`config.mk`:
```
export PLATFORM = sky130hd
export DESIGN_NAME = decode_ctrl_stage
export DESIGN_NICKNAME = d
export VERILOG_FILES = /design/src/rtl/decode_ctrl_stage.sv
export SDC_FILE = /design/constraint.sdc
export NUM_CORES = 1
export LEC_CHECK = 0
export CAP_MARGIN = 10
export CORE_ASPECT_RATIO = 1.2
export CORE_MARGIN = 2
export CORE_UTILIZATION = 47
export CTS_BUF_LIST = sky130_fd_sc_hd__clkbuf_8
export DETAILED_ROUTE_END_ITERATION = 12
export GPL_ROUTABILITY_DRIVEN = 0
export PLACE_DENSITY = 0.93
export SYNTH_ARGS = -nofsm -noshare
export SYNTH_HDL_FRONTEND = slang
export SYNTH_SLANG_ARGS = --single-unit
```
`constraint.sdc`:
```
create_clock -name clk -period 2.3 [get_ports clk]
set_input_delay 0.23 -clock clk [delete_from_list [all_inputs] [get_ports clk]]
set_output_delay 0.23 -clock clk [all_outputs]
set_load 0.05 [all_outputs]
```
`src/rtl/decode_ctrl_stage.sv`:
```
// Decode/control stage between fetch and execute: turns RV32I/M/A words into the
// execute control bundle, held behind a valid/ready register with MDU stall timing.
module decode_ctrl_stage #(
    parameter bit          ENABLE_M = 1'b1,
    parameter bit          ENABLE_A = 1'b1,
    parameter int unsigned MUL_LAT  = 2,
    parameter int unsigned DIV_LAT  = 8
) (
    input  logic        clk,
    input  logic        rst_n,
    input  logic        flush,
    input  logic        if_valid,
    output logic        if_ready,
    input  logic [31:0] if_instr,
    output logic        id_valid,
    input  logic        id_ready,
    output logic [31:0] id_instr,
    output logic [1:0]  alu_op,
    output logic [1:0]  alu_src_a,
    output logic [1:0]  alu_src_b,
    output logic [5:0]  branch,
    output logic        reg_write,
    output logic        mem_to_reg,
    output logic        mem_read,
    output logic        mem_write,
    output logic        jal,
    output logic        jalr,
    output logic        dmem_addr_sel,
    output logic        amo,
    output logic [4:0]  amo_op,
    output logic        illegal,
    output logic        mdu_start,
    output logic        mdu_abort
);

    localparam logic [6:0] OPC_R      = 7'b0110011;
    localparam logic [6:0] OPC_I      = 7'b0010011;
    localparam logic [6:0] OPC_LOAD   = 7'b0000011;
    localparam logic [6:0] OPC_STORE  = 7'b0100011;
    localparam logic [6:0] OPC_JAL    = 7'b1101111;
    localparam logic [6:0] OPC_JALR   = 7'b1100111;
    localparam logic [6:0] OPC_LUI    = 7'b0110111;
    localparam logic [6:0] OPC_AUIPC  = 7'b0010111;
    localparam logic [6:0] OPC_BRANCH = 7'b1100011;
    localparam logic [6:0] OPC_AMO    = 7'b0101111;
    localparam logic [6:0] OPC_BUBBLE = 7'b0000000;
    localparam logic [3:0] MUL_LAT_C  = 4'(MUL_LAT);
    localparam logic [3:0] DIV_LAT_C  = 4'(DIV_LAT);

    typedef struct packed {
        logic [1:0] alu_op;
        logic [1:0] alu_src_a;
        logic [1:0] alu_src_b;
        logic [5:0] branch;
        logic       reg_write;
        logic       mem_to_reg;
        logic       mem_read;
        logic       mem_write;
        logic       jal;
        logic       jalr;
        logic       dmem_addr_sel;
        logic       amo;
        logic [4:0] amo_op;
        logic       illegal;
    } ctrl_t;

    typedef enum logic [1:0] {
        ST_EMPTY    = 2'd0,
        ST_FULL     = 2'd1,
        ST_MDU_WAIT = 2'd2
    } state_t;

    logic [6:0]  opcode_s;
    logic [2:0]  funct3_s;
    logic [6:0]  funct7_s;
    ctrl_t       dec_raw_s;
    ctrl_t       dec_s;
    logic        bad_s;
    logic        is_mdu_raw_s;
    logic        is_mdu_s;
    logic [3:0]  lat_raw_s;
    logic [3:0]  lat_s;
    logic        if_ready_s;
    logic        accept_s;

    state_t      state_d, state_q;
    logic [3:0]  cnt_d, cnt_q;
    ctrl_t       ctrl_d, ctrl_q;
    logic [31:0] instr_d, instr_q;
    logic        valid_d, valid_q;
    logic        start_d, start_q;
    logic        abort_d, abort_q;

    assign opcode_s = if_instr[6:0];
    assign funct3_s = if_instr[14:12];
    assign funct7_s = if_instr[31:25];

    // Raw opcode decode; bad_s marks encodings the configuration cannot execute
    always_comb begin
        dec_raw_s               = '0;
        dec_raw_s.dmem_addr_sel = 1'b1;
        bad_s                   = 1'b0;
        is_mdu_raw_s            = 1'b0;
        lat_raw_s               = 4'd0;
        case (opcode_s)
            OPC_R: begin
                dec_raw_s.reg_write = 1'b1;
                if (funct7_s == 7'b0000001) begin
                    if (ENABLE_M) begin
                        dec_raw_s.alu_op = 2'b11;
                        is_mdu_raw_s     = 1'b1;
                        lat_raw_s        = funct3_s[2] ? DIV_LAT_C : MUL_LAT_C;
                    end else begin
                        bad_s = 1'b1;
                    end
                end else begin
                    dec_raw_s.alu_op = 2'b10;
                end
            end
            OPC_I: begin
                dec_raw_s.alu_src_b = 2'b01;
                dec_raw_s.alu_op    = 2'b10;
                dec_raw_s.reg_write = 1'b1;
            end
            OPC_LOAD: begin
                dec_raw_s.alu_src_b  = 2'b01;
                dec_raw_s.reg_write  = 1'b1;
                dec_raw_s.mem_to_reg = 1'b1;
                dec_raw_s.mem_read   = 1'b1;
            end
            OPC_STORE: begin
                dec_raw_s.alu_src_b = 2'b01;
                dec_raw_s.mem_write = 1'b1;
            end
            OPC_JAL: begin
                dec_raw_s.alu_src_a = 2'b01;
                dec_raw_s.alu_src_b = 2'b10;
                dec_raw_s.reg_write = 1'b1;
                dec_raw_s.jal       = 1'b1;
            end
            OPC_JALR: begin
                dec_raw_s.alu_src_a = 2'b01;
                dec_raw_s.alu_src_b = 2'b10;
                dec_raw_s.reg_write = 1'b1;
                dec_raw_s.jalr      = 1'b1;
            end
            OPC_LUI: begin
                dec_raw_s.alu_src_a = 2'b10;
                dec_raw_s.alu_src_b = 2'b01;
                dec_raw_s.reg_write = 1'b1;
            end
            OPC_AUIPC: begin
                dec_raw_s.alu_src_a = 2'b01;
                dec_raw_s.alu_src_b = 2'b01;
                dec_raw_s.reg_write = 1'b1;
            end
            OPC_BRANCH: begin
                dec_raw_s.alu_op = 2'b01;
                case (funct3_s)
                    3'b000:  dec_raw_s.branch = 6'b000001;
                    3'b001:  dec_raw_s.branch = 6'b000010;
                    3'b100:  dec_raw_s.branch = 6'b000100;
                    3'b101:  dec_raw_s.branch = 6'b001000;
                    3'b110:  dec_raw_s.branch = 6'b010000;
                    3'b111:  dec_raw_s.branch = 6'b100000;
                    default: bad_s = 1'b1;
                endcase
            end
            OPC_AMO: begin
                if (ENABLE_A) begin
                    dec_raw_s.alu_src_b  = 2'b11;
                    dec_raw_s.reg_write  = 1'b1;
                    dec_raw_s.mem_to_reg = 1'b1;
                    dec_raw_s.amo        = 1'b1;
                    dec_raw_s.amo_op     = funct7_s[6:2];
                    dec_raw_s.mem_read   = 1'b1;
                    // LR only reads; SC and read-modify-write AMOs also write
                    if (funct7_s[6:2] == 5'b00010) begin
                        dec_raw_s.mem_write = 1'b0;
                    end else begin
                        dec_raw_s.mem_write = 1'b1;
                    end
                end else begin
                    bad_s = 1'b1;
                end
            end
            OPC_BUBBLE: begin
                dec_raw_s = '0;
            end
            default: begin
                bad_s = 1'b1;
            end
        endcase
    end

    // Illegal encodings carry only the illegal flag so nothing downstream has side effects
    always_comb begin
        if (bad_s) begin
            dec_s               = '0;
            dec_s.illegal       = 1'b1;
            dec_s.dmem_addr_sel = 1'b1;
            is_mdu_s            = 1'b0;
            lat_s               = 4'd0;
        end else begin
            dec_s    = dec_raw_s;
            is_mdu_s = is_mdu_raw_s;
            lat_s    = lat_raw_s;
        end
    end

    assign if_ready_s = rst_n & ~flush & (state_q != ST_MDU_WAIT) &
                        ((state_q == ST_EMPTY) | id_ready);
    assign accept_s   = if_valid & if_ready_s;

    // Pipeline-register next state: flush first, then accept, then drain/count
    always_comb begin
        state_d = state_q;
        cnt_d   = cnt_q;
        ctrl_d  = ctrl_q;
        instr_d = instr_q;
        start_d = 1'b0;
        abort_d = 1'b0;
        if (flush) begin
            state_d = ST_EMPTY;
            cnt_d   = 4'd0;
            abort_d = (state_q == ST_MDU_WAIT);
        end else if (accept_s) begin
            ctrl_d  = dec_s;
            instr_d = if_instr;
            if (is_mdu_s) begin
                start_d = 1'b1;
                cnt_d   = lat_s;
                state_d = (lat_s == 4'd0) ? ST_FULL : ST_MDU_WAIT;
            end else begin
                cnt_d   = 4'd0;
                state_d = ST_FULL;
            end
        end else begin
            case (state_q)
                ST_EMPTY: begin
                    state_d = ST_EMPTY;
                end
                ST_FULL: begin
                    state_d = id_ready ? ST_EMPTY : ST_FULL;
                end
                ST_MDU_WAIT: begin
                    cnt_d   = cnt_q - 4'd1;
                    state_d = (cnt_q <= 4'd1) ? ST_FULL : ST_MDU_WAIT;
                end
                default: begin
                    state_d = ST_EMPTY;
                    cnt_d   = 4'd0;
                end
            endcase
        end
        valid_d = (state_d == ST_FULL);
    end

    // State, bundle and pulse registers
    always_ff @(posedge clk or negedge rst_n) begin
        if (!rst_n) begin
            state_q <= ST_EMPTY;
            cnt_q   <= 4'd0;
            ctrl_q  <= '0;
            instr_q <= 32'd0;
            valid_q <= 1'b0;
            start_q <= 1'b0;
            abort_q <= 1'b0;
        end else begin
            state_q <= state_d;
            cnt_q   <= cnt_d;
            ctrl_q  <= ctrl_d;
            instr_q <= instr_d;
            valid_q <= valid_d;
            start_q <= start_d;
            abort_q <= abort_d;
        end
    end

    assign if_ready      = if_ready_s;
    assign id_valid      = valid_q;
    assign id_instr      = instr_q;
    assign alu_op        = ctrl_q.alu_op;
    assign alu_src_a     = ctrl_q.alu_src_a;
    assign alu_src_b     = ctrl_q.alu_src_b;
    assign branch        = ctrl_q.branch;
    assign reg_write     = ctrl_q.reg_write;
    assign mem_to_reg    = ctrl_q.mem_to_reg;
    assign mem_read      = ctrl_q.mem_read;
    assign mem_write     = ctrl_q.mem_write;
    assign jal           = ctrl_q.jal;
    assign jalr          = ctrl_q.jalr;
    assign dmem_addr_sel = ctrl_q.dmem_addr_sel;
    assign amo           = ctrl_q.amo;
    assign amo_op        = ctrl_q.amo_op;
    assign illegal       = ctrl_q.illegal;
    assign mdu_start     = start_q;
    assign mdu_abort     = abort_q;

endmodule
```
* After elaboration in Yosys (flattened, before gate mapping)
Index checks and enable logic that the tools add are counted.
** Word-level totals
- Output and inout bits :: 62
- Bits of input ports :: 37
- Register bits :: 67
- Logic and storage cells :: 102
** Cells by class
- Reductions and logical operators :: 13
- Bitwise logic cells :: 6
- Add/subtract/negate cells :: 1
- Multiplexer cells :: 39
- Magnitude comparators :: 1
- Eq/ne operators :: 22
** Operators by type and width (count)
- case mux 6 bit (6 select lines) :: 1
- equality test 7 x 6 -> 1 bit (second input constant) :: 4
- 2-to-1 mux 4 bit :: 7
- 2-to-1 mux 26 bit :: 1
- equality test 7 bit (second input constant) :: 3
- 2-to-1 mux 1 bit :: 15
- equality test 7 x 5 -> 1 bit (second input constant) :: 2
- equality test 3 bit (second input constant) :: 4
- 2-to-1 mux 2 bit :: 6
- 2-to-1 mux 6 bit :: 2
- case mux 2 bit (3 select lines) :: 2
- OR reduction 10 bit :: 1
- case mux 2 bit (2 select lines) :: 2
- case mux 4 bit (2 select lines) :: 1
- OR reduction 8 bit :: 1
- equality test 7 x 1 -> 1 bit (second input constant) :: 1
- equality test 7 x 2 -> 1 bit (second input constant) :: 1
- zero test 7 bit :: 1
- OR reduction 2 bit :: 3
- OR reduction 6 bit :: 1
- equality test 5 x 2 -> 1 bit (second input constant) :: 1
- OR reduction 5 bit :: 1
- AND 1 bit :: 4
- equality test 2 x 1 -> 1 bit (second input constant) :: 2
- 14 further kinds :: 15

* Depth between registers and ports, before layout
- Depth in word-level cells :: 11
- Depth in mapped cells :: 8
- Depth with buffers taken out :: 6

* Worst setup path after synthesis
OpenSTA, ideal clock, no wires.
- Path kind :: register -> output
- Start point :: register state_q[0]
- End point :: output if_ready
- Setup slack :: -0.206 ns
- Data required time :: 2.070 ns
- Stages on the path, launching flop included :: 5
- Data arrival time :: 2.276 ns
- Path through :: dfrtp_1 -> inv_1 -> ha_1 -> nor2_1 -> nor4b_1
** Between the ends
- Longest elaborated chain between the ends :: 3
** Ends and longest elaborated chain
- start, declared :: line 86 : state_t state_d, state_q;
- start signal, assigned :: line 270 : state_q <= state_d;
- inequality test 2 bit / zero test 2 bit (equally long branches) :: line 211, 212
- AND 1 bit / OR 1 bit (equally long branches) :: line 211, 212
- AND 1 bit (*) :: line 211 : assign if_ready_s = rst_n & ~flush & (state_q != ST_MDU_WAIT) &
- end, declared :: line 13 : output logic if_ready,
Every way passes the cells marked *; elsewhere a longest branch is shown, timed or not.

* Worst setup path after layout
- Start point :: register state_q[0]
- End point :: register ctrl_q, in the netlist branch[2]
** Between the ends
- Longest elaborated chain between the ends :: 5
** Ends and longest elaborated chain
- inequality test 2 bit / zero test 2 bit (equally long branches) :: line 211, 212
- AND 1 bit / OR 1 bit (equally long branches) :: line 211, 212
- AND 1 bit (*) :: line 211
- AND 1 bit (*) :: line 213 : assign accept_s = if_valid & if_ready_s;
- AND reduction 2 bit (no source line) (*)
- end signal, assigned :: line 272 : ctrl_q <= ctrl_d;
- end, declared :: line 88 : ctrl_t ctrl_d, ctrl_q;
Marks and branches as above.
A chain may end at the register's enable or synchronous reset.

==> results.md <==
* Util after Layout at 70.5%
* Synth Net Count at 353
* HPWL after detailed placement at 5.65 mm
* Initial core utilization at between 40% and 50%
* Num ports at 99
* FFs w/ async S/R, synth at 100%
* Sequential share of the synthesized area at between 50 and 60%
* Hold Crit Class: in2async
* Max Transition Viols Final at 0
* Post-detailed-route count of antenna-violating nets at 0
* Area of the die at 0.00701 mm^2
* TNS Setup at 0 ns
* Setup violations, final at 0
* F_max at 480 MHz
* Status: finished clean
* Register share of total power at 41.0%
* Number of enable flip-flop cells after synthesis at 0
* Syn Area/Cell at between 9 and 10 um^2
* Final Non-Filler Cells at 499
* Slew @ Worst Pin at 0.824 ns
* Initial DRT Pass Iterations at 6
* Synth Flop Type: dfrtp_1
* Seq cells post-synth at 66
* Switch Pwr at approximately 1.1 mW
* CTS H-tree depth at 3
* Clk Latency, worst-skew pair at 0.33 ns
* WP buf/inv at 2
* Post-synth cell types at 43
* DIE HEIGHT at 91.3 um
* Max-Cap Viols at 0
* Worst setup path class: reg2reg
* Final Hold Viols at 0
* CTS Hold Bufs at 0
* Critical path depth at 7
* Max-slew headroom at 45.1%
* CP startpoint kind: flip-flop
* Critical Path AT at between 2 and 2.5 ns
* Post-synthesis cell count at around 310
* Via-per-instance ratio at 5.34
* Post-CTS setup buffer count at 0
* N_diodes at 0
* Worst ir drop on vdd at 454 uV
* Core Box Area at 0.00609 mm^2
* Slowest stage cell, crit path: or3_4
* Largest cells by area after synthesis: dfrtp_1 55%, nand2_1 14%, a22o_1 2.6%
* Hold WS at slightly above 0.09 ns
* Resized cells post-CTS at 0
* Die X at 76.8 um
* Root Driver: clkbuf_8
* Vias at 2666
* Crit end category: flip-flop
* Part of the power in combinational logic at 27.6%
* RSZ-0062 raised after global routing: false
* Period utilisation layout at 90.5%
* Dpl cell area at 0.00408 mm^2
* Antenna violations before repair at 0
* Max FFs per register at 32
* DRC Markers at 0
* Critical path's largest stage delay at 0.50 ns
* Wirelength per Cell at 15.7 um
* Fillers at 442
* Largest net degree at the start of global routing at 67
* Final Cell Area at about 0.0043 mm^2
* Clock Skew at a little over 0.007 ns
* R2R cell count at 7
* Inserted Clock Buffers at 9
* Power density over the cells at 754 mW/mm^2
* Initial DRC Count at 155
* Worst path cell trace: inv_1 -> ha_1 -> nor2_1 -> or3_4 -> buf_4 -> nor3_1 -> a22o_1
* Minimum clock period at 2.08 ns
* Clock buffer depth at 2
* Warnings from Yosys at 0
* GRT Total Usage at 23.7%
* Setup ws final at between 0.2 and 0.25 ns
* Int Pwr at 2.18 mW
* Post-synthesis cell area at 0.00299 mm^2
* Critical path peak fanout at 41
* IO Port Bufs at 98
* Reg clk slew, reported paths at approximately 0.06 ns
* Pre-CTS setup slack at 0.173 ns
* CTS tree: done
* Placed Instances at 483
* Switching Fraction at approximately a third
* Synth top area share at ~55%
* Power, Total at 3.23 mW
* Nets at approximately 450
* Post-Route WL at slightly below 8 mm
* Vias in the first global route at 2690
* GR Overflow Total at 0
* Clk sinks at 66
* First-pass GRT wire length at 13.0 mm
* Layout area overhead at 43.7%
* Layout cell share with drive strength beyond 1 at 10.1%
* Clock network fraction of total power at approximately a third
* Crit path max-delay family: simple AND/OR/NAND/NOR gates
* Post-synth top area cell: dfrtp_1
* Req. time, crit path at between 2 and 3 ns
* Row count at 31
* Leakage at ~2.0 nW
==> logic make-up (layout without fill, tap and decap cells) <==
group                      Yosys count  after routing  share of synthesized area (%)
adders and majority gates            5              5                           2.09
buffers and inverters               27            133                           4.27
DFF                                 66             66                           55.3
AOI/OAI and AO/OA                   45             45                           11.7
muxes                                1              1                          0.335
and+or+nand+nor                    167            167                           26.3
==> area by class of cell <==
type / count / area (um^2) / share of cell area (%)
clock inverters: 3 / 37.5 / 0.875
inverters: 8 / 30.0 / 0.700
repair buffers: 109 / 1070 / 25.0
multi-input cells: 218 / 1220 / 28.4
flip-flops and latches: 66 / 1650 / 38.5
clock buffers: 13 / 179 / 4.17
well taps: 82 / 103 / 2.39
==> per-layer routing <==
layer / track usage [%] / vias to the layer above / part of all wire, %
li1: - / 1248 / -
met3: 6.16 / 19 / 6.0
met4: 8.79 / 0 / 2.3
met5: 0 / - / 0
met1: 28.9 / 1292 / 41
met2: 40.2 / 107 / 51
==> worst register-to-register path, delay by kind of cell, from the launching register on <==
kind                     cells  cell delay, ns
AO/OA/AOI/OAI                1            0.18
adder cells (fa/ha/maj)      1            0.22
buffers and inverters        2            0.38
flip-flops                   1            0.36
AND/OR/NAND/NOR              3            0.86
==> worst paths after layout <==
path	slack, ns	to	start
max	0.22	branch[2]$_DFFE_PN0P_	state_q[0]$_DFF_PN0_
min	0.09	cnt_q[2]$_DFFE_PN0P_	rst_n
max reg2reg	0.22	branch[2]$_DFFE_PN0P_	state_q[0]$_DFF_PN0_
min reg2reg	0.48	id_instr[1]$_DFFE_PN0P_	id_instr[1]$_DFFE_PN0P_
max in group asynchronous	1.64	id_instr[4]$_DFFE_PN0P_	rst_n
min in group clk	0.34	mem_to_reg$_DFFE_PN0P_	rst_n
==> power by group through the flow <==
stage                     clock network (mW)  registers (mW)  logic (mW)
after floorplan                            0            1.71       0.157
after global placement                     0            1.34       0.880
after detailed placement                   0            1.35       0.897
after CTS                               1.03            1.33       0.901
after global routing                    1.09            1.34       0.942
final                                   1.01            1.33       0.894
==> cell usage in the layout, fill, tap and decap left out, types with 3 or more instances in the layout <==
cell type,n
nand2_1,110
buf_4,12
clkbuf_8,13
ha_1,5
nand2b_1,4
nor2_1,13
o31ai_1,3
o41ai_2,4
and3_1,3
a21oi_1,7
a22o_1,9
nor3_1,10
clkdlybuf4s50_1,96
inv_1,10
a31oi_1,4
dfrtp_1,66
o21ai_0,9
nand3_1,5
==> synth_stat cells, types with 3 or more instances <==
| cell type | count |
|---|---|
| nor3_1 | 10 |
| a31oi_1 | 4 |
| a21oi_1 | 7 |
| nand3_1 | 5 |
| o41ai_2 | 4 |
| nand2_1 | 110 |
| and3_1 | 3 |
| clkbuf_1 | 9 |
| dfrtp_1 | 66 |
| o31ai_1 | 3 |
| inv_1 | 8 |
| ha_1 | 5 |
| nand2b_1 | 4 |
| a22o_1 | 9 |
| buf_2 | 6 |
| o21ai_0 | 9 |
| nor2_1 | 13 |
Power figures use the tool's default switching activity.
